`src/rtl/decimal_req_arbiter.sv`:
```
// Round-robin arbiter for ten requesters (0-9) with one-hot and binary grant,
// a forced dead cycle between grants, and hold-time preemption.
module decimal_req_arbiter #(
    parameter int unsigned MAX_HOLD = 16
) (
    input  logic       clk,
    input  logic       rst_n,
    input  logic [9:0] req,
    input  logic       done,
    output logic [9:0] gnt,
    output logic [3:0] gnt_id,
    output logic       gnt_valid,
    output logic       preempt
);

    typedef enum logic [0:0] {
        IDLE  = 1'b0,
        GRANT = 1'b1
    } state_t;

    localparam logic [7:0] HOLD_LAST = 8'(MAX_HOLD - 1);

    state_t     state_q;
    logic [3:0] ptr_q;
    logic [7:0] hold_q;
    logic [9:0] gnt_q;
    logic [3:0] id_q;
    logic       preempt_q;

    logic       sel_found_d;
    logic [3:0] sel_idx_d;
    logic [4:0] cand_d;
    logic       owner_req_d;
    logic       hold_hit_d;
    logic       release_d;
    logic [3:0] ptr_next_d;

    // Cyclic scan starting at ptr; first requester found wins.
    always_comb begin
        sel_found_d = 1'b0;
        sel_idx_d   = '0;
        cand_d      = '0;
        for (int unsigned k = 0; k < 10; k++) begin
            cand_d = 5'(ptr_q) + 5'(k);
            if (cand_d >= 5'd10) begin
                cand_d = cand_d - 5'd10;
            end
            if (!sel_found_d && req[cand_d[3:0]]) begin
                sel_found_d = 1'b1;
                sel_idx_d   = cand_d[3:0];
            end
        end
    end

    always_comb begin
        owner_req_d = |(req & gnt_q);
        hold_hit_d  = (hold_q == HOLD_LAST);
        release_d   = done || !owner_req_d || hold_hit_d;
        ptr_next_d  = (id_q == 4'd9) ? 4'd0 : id_q + 4'd1;
    end

    always_ff @(posedge clk or negedge rst_n) begin
        if (!rst_n) begin
            state_q   <= IDLE;
            ptr_q     <= '0;
            hold_q    <= '0;
            gnt_q     <= '0;
            id_q      <= '0;
            preempt_q <= 1'b0;
        end else begin
            preempt_q <= 1'b0;
            case (state_q)
                IDLE: begin
                    if (sel_found_d) begin
                        state_q <= GRANT;
                        gnt_q   <= 10'd1 << sel_idx_d;
                        id_q    <= sel_idx_d;
                        hold_q  <= '0;
                    end
                end
                GRANT: begin
                    if (release_d) begin
                        state_q   <= IDLE;
                        gnt_q     <= '0;
                        id_q      <= '0;
                        hold_q    <= '0;
                        ptr_q     <= ptr_next_d;
                        preempt_q <= hold_hit_d && !done && owner_req_d;
                    end else begin
                        hold_q <= hold_q + 8'd1;
                    end
                end
                default: begin
                    state_q <= IDLE;
                end
            endcase
        end
    end

    assign gnt       = gnt_q;
    assign gnt_id    = id_q;
    assign gnt_valid = (state_q == GRANT);
    assign preempt   = preempt_q;

endmodule

```
`config.mk`:
```
export PLATFORM = sky130hd
export DESIGN_NAME = decimal_req_arbiter
export DESIGN_NICKNAME = d
export VERILOG_FILES = /design/src/rtl/decimal_req_arbiter.sv
export SDC_FILE = /design/constraint.sdc
export NUM_CORES = 1
export LEC_CHECK = 0
export CORE_MARGIN = 2
export CORE_UTILIZATION = 66
export CTS_CLUSTER_DIAMETER = 50
export DETAILED_ROUTE_END_ITERATION = 7
export GPL_TIMING_DRIVEN = 0
export PLACE_DENSITY = 0.88
export SYNTH_ARGS = -nofsm -noshare
export SYNTH_HDL_FRONTEND = slang
export SYNTH_SLANG_ARGS = --single-unit
```
`constraint.sdc`:
```
create_clock -name clk -period 6.9 [get_ports clk]
set_input_delay 1.725 -clock clk [delete_from_list [all_inputs] [get_ports clk]]
set_output_delay 1.725 -clock clk [all_outputs]
set_load 0.005 [all_outputs]
```
Yosys cells after proc, flatten, opt, wreduce, memory -nomap -nowiden
Cells that the tools add are included.
Widths: inputs -> output; s select.
{"block": "word_totals", "reg_bits": 28}
{"block": "op_classes", "addsub": 21, "order_cmp": 20, "eq_ne": 4, "shift": 1, "muxes": 65, "n_bitwise": 2, "reduce_logical": 27}
{"cell": "$mux 4", "count": 23}
{"cell": "$lt 4x5->1 const B", "count": 10}
{"cell": "$ge 5x4->1 const B", "count": 9}
{"cell": "$bmux 1 s4", "count": 10}
{"cell": "$sub 4x4->4 const B", "count": 10}
{"cell": "$mux 1", "count": 24}
{"cell": "$add 4x3->5 const B", "count": 4}
{"cell": "$mux 10", "count": 2}
{"cell": "$pmux 10 s2", "count": 1}
{"cell": "$mux 8", "count": 2}
{"cell": "$pmux 8 s2", "count": 1}
{"cell": "$logic_and 1x1->1", "count": 11}
{"cell": "$logic_not 1->1", "count": 11}
{"cell": "$add 4x2->5 const B", "count": 2}
{"cell": "$add 4x4->5 const B", "count": 2}
{"cell": "$and 10x10->10", "count": 1}
{"cell": "$reduce_or 10->1", "count": 1}
{"cell": "$shl 1x4->10 const A", "count": 1}
{"cell": "$add 8x1->8 const B", "count": 1}
{"cell": "$eq 8x4->1 const B", "count": 1}
{"cell": "$pmux 4 s2", "count": 1}
{"cell": "$add 4x1->5 const B", "count": 1}
{"cell": "$add 4x1->4 const B", "count": 1}
{"cell": "$eq 4x4->1 const B", "count": 1}
{"cell": "7 further kinds", "count": 9}

Longest topological paths before layout
{"block": "logic_depth", "depth_word": 35, "depth_mapped": 22, "depth_no_buf": 16}

Least setup slack after synthesis
Ideal clock, no wire load.
{"block": "synth_path", "path_kind": "register to register", "start": "register ptr_q[1]", "end": "register gnt_q[8] (netlist: gnt[8])", "setup_time_ns": 0.122, "t_arrival_ns": 4.339, "path_slack_ns": 2.439, "path_stages_with_launch": 20, "n_path_buf": 4, "synth_period_minus_slack_ns": 4.461, "path_cell_list": "dfrtp_1 > buf_2 > inv_1 > ha_1 > buf_2 > inv_1 > clkbuf_1 > ha_1 > clkbuf_1 > inv_1 > a21oi_1 > o21ai_1 > and4_1 > o21ai_0 > and3_2 > nand2_1 > o31a_1 > o22ai_1 > nor2_1 > a32o_1"}
{"block": "synth_between", "elab_chain_cells": 35}
{"item": "start, declared", "line": "24", "rtl": "logic [3:0] ptr_q;"}
{"item": "start signal, assigned", "line": "87", "rtl": "ptr_q <= ptr_next_d;"}
{"item": "parallel branches: the longest is 35 deep, another holds $add 4x1->5"}
{"item": "end signal, assigned", "line": "76", "rtl": "gnt_q <= 10'd1 << sel_idx_d;"}
{"item": "end, declared", "line": "26", "rtl": "logic [9:0] gnt_q;"}
Parallel ways; which one is timed is not known. The select of a mux whose other input is x is not followed.
A chain may end at the register's enable or synchronous reset.

Final worst setup path
{"block": "layout_path", "start": "register ptr_q[1]", "end": "register gnt_q[0] (netlist: gnt[0])"}
The elaborated chain is that of the path after synthesis.

==> metrics.yaml <==
job:
  maxCapViolCount: 0
sta:
  period_needed_ps: 5731
  finalSetupTns_ps: 0
  finalSetupViolations: 0
  rsz0062_at_grt: "no"
  skew_ps: 2.819
  fmax_mhz: 174.5
  slew_viol_final: 0
  hold_viol_final: 0
  slew_headroom_pct: 42.97
  fin_crit_sh_pct: 83.06
  worst_pin_slew_ps: 853.3
finish:
  area_delta_synth_final_pct: 9.732
  drive_above_1_share_pct: 11.78
  nets: 590
  diodes: 0
synth:
  synthCells: 521
  synthFlopType: "dfrtp_1"
  yosysWarningCount: 0
  ys_async_sr_fraction_pct: 100.0
  netlist_area_mm2: 0.004243
  syn_area_per_cell_um2: 8.144
  synth-edff-count: 0
  syn_nets: 557
  synth_seq_cells: 28
  ys_types: 93
  ys_seq_area_share_pct: 16.51
die:
  die_area_mm2: 0.007086
  rows: 29
  die_y_um: 84.18
  die_x_um: 84.18
  initial_core_util_pct: 67.59
  ios: 29
  fp.coreArea_mm2: 0.006277
drt:
  drt.antenna.violating_nets: 0
  wl_per_cell_um: 21.23
  drt_first_pass_iters: 8
  wl_um: 13350
  vias_per_cell: 7.267
  drc_errors: 0
  drt-initial-drc-count: 394
  via_count: 4571
placement:
  place_congestion: 1.040
  place_hpwl_um: 10430
  port_buffers: 28
cts:
  cts.sinks: 28
  clk_latency_ps: 270
  cts_setup_buffers: 0
  htreeDepth: 1
  hold_buffers: 0
  cts_tree: "done"
  cts.clk_slew.worst_paths_ps: 80
  ctsResizeCount: 0
  clock-root-buffer: "clkbuf_8"
  cts_buffers: 3
  clk_path_buf_depth: 2
worst_setup_path:
  end_kind: "flop"
  cp_data_arrival_time_ps: 5890
  crit_type: "flop to flop"
  startpoint: "ptr_q[1]$_DFFE_PN0P_"
  timing.rr.start: "ptr_q[1]$_DFFE_PN0P_"
  start_kind: "flop"
  cp_max_fo: 12
  required_ps: 7060
grt:
  grt_max_degree: 29
  grt_overflow: 0
  grt_usage_pct: 37.45
  grt_pass1_vias: 4265
  antenna_found_initial: 0
  grt_first_pass_wirelength_um: 21370
run_status:
  status: "finished, final reports clean"
min_path:
  min_from: "hold_q[3]$_DFFE_PN0P_"
  holdCritPathClass: "flop to flop"
[placed cells by master (no fill, tap or decap), drive strengths merged, types with 4 or more instances in the layout]
| master | Yosys | routed |
|---|---|---|
| mux2 | 9 | 9 |
| a22oi | 8 | 8 |
| o22ai | 7 | 7 |
| and3 | 8 | 8 |
| a211o | 7 | 7 |
| clkdlybuf4s50 | 0 | 27 |
| nand2 | 55 | 55 |
| nor3 | 4 | 4 |
| clkbuf | 5 | 8 |
| inv | 26 | 26 |
| a21boi | 9 | 9 |
| nor2b | 8 | 8 |
| nand3 | 20 | 20 |
| and2 | 11 | 11 |
| a31oi | 6 | 6 |
| nor4 | 4 | 4 |
| mux4 | 7 | 7 |
| o221ai | 5 | 5 |
| nor2 | 37 | 37 |
| o21ai | 35 | 35 |
| buf | 16 | 17 |
| a21oi | 32 | 32 |
| ha | 22 | 22 |
| a221oi | 6 | 6 |
| a22o | 8 | 8 |
| dfrtp | 28 | 28 |
| o211ai | 6 | 6 |
| a21o | 6 | 6 |
| mux2i | 25 | 25 |
| xnor2 | 18 | 18 |
| o31ai | 7 | 7 |
| nor3b | 5 | 5 |
| nand2b | 4 | 4 |
| a211oi | 7 | 7 |
[path summary, 6_finish.rpt]
path	end	slack (ps)	depth (start not counted)
worst max register to register	gnt[0]$_DFFE_PN0P_	1170	19
worst max-delay path	gnt[0]$_DFFE_PN0P_	1170	19
worst min register to register	hold_q[3]$_DFFE_PN0P_	500	1
worst min-delay path	hold_q[3]$_DFFE_PN0P_	500	1
min in group asynchronous	hold_q[2]$_DFFE_PN0P_	1460	1
max in group asynchronous	gnt[5]$_DFFE_PN0P_	5040	1
[through the flow]
step	hold slack, ps	cell area, um^2	util (%)	instances	worst slack [ps]
after floorplan	446.5	4243	-	521	2439
after global placement	472.6	4619	73.59	626	1392
after detailed placement	489.6	4619	73.59	626	1360
after CTS	505.8	4661	74.25	629	1308
after global routing	529.0	4656	74.17	629	768.7
final	504.6	4656	74.17	629	1169
[sequential cells by signal, indices dropped and copies added, names as in the netlist]
register / flops
preempt: 1
gnt_valid: 1
ptr_q: 4
hold_q: 8
gnt: 10
gnt_id: 4
[synth_stat cells (8+ instances only)]
| cell type | n | area (um^2) |
|---|---|---|
| mux2_2 | 8 | 90.09 |
| and2_1 | 9 | 56.30 |
| mux2i_1 | 25 | 250.2 |
| nand3_1 | 20 | 100.1 |
| ha_1 | 22 | 275.3 |
| nor2_1 | 37 | 138.9 |
| a21oi_1 | 29 | 145.1 |
| nand2_1 | 55 | 206.5 |
| o21ai_0 | 28 | 140.1 |
| inv_1 | 23 | 86.33 |
| dfrtp_1 | 28 | 700.7 |
| buf_2 | 10 | 50.05 |
| nor2b_1 | 8 | 50.05 |
| xnor2_1 | 16 | 140.1 |
[worst max-delay path, stage by stage (launching register included)]
cell,delay (ps)
dfrtp_1,640
buf_2,320
inv_1,240
ha_1,400
buf_2,230
inv_1,90
clkbuf_1,370
ha_1,220
clkbuf_1,330
inv_1,110
a21oi_1,210
o21ai_1,170
and4_1,220
o21ai_0,330
nand4_1,260
nor3_1,400
nand3_1,170
o2111ai_1,480
nor2b_1,140
a32o_1,280
[routing by layer]
metal,vias up,wire length (um),global-route usage (%)
met2,309,6140,63.06
met4,0,820,21.41
met3,71,1136,3.343
met5,-,0,0
li1,2057,-,-
met1,2134,5253,47.13
[cell type report]
class,instances,area (um^2)
buffer,21,121.4
clock buffer,3,41.29
fill,506,1622
inverter,26,97.59
multi-input combinational,446,3323
sequential,28,700.7
tap,77,96.34
timing repair buffer,28,275.3
[cell families (layout without fill, tap and decap cells)]
kind of cell	after synthesis	after routing	synth area share, %
AO/OA/AOI/OAI	187	187	33.21
AND/OR/NAND/NOR	175	175	21.59
buffers and inverters	47	78	5.160
multiplexers	41	41	12.09
flip-flops	28	28	16.51
adder cells (fa/ha/maj)	23	23	6.960
XOR/XNOR	20	20	4.482
Power is not shown: default switching activity piles up to over one toggle a cycle in this logic, so the estimate is an artifact.
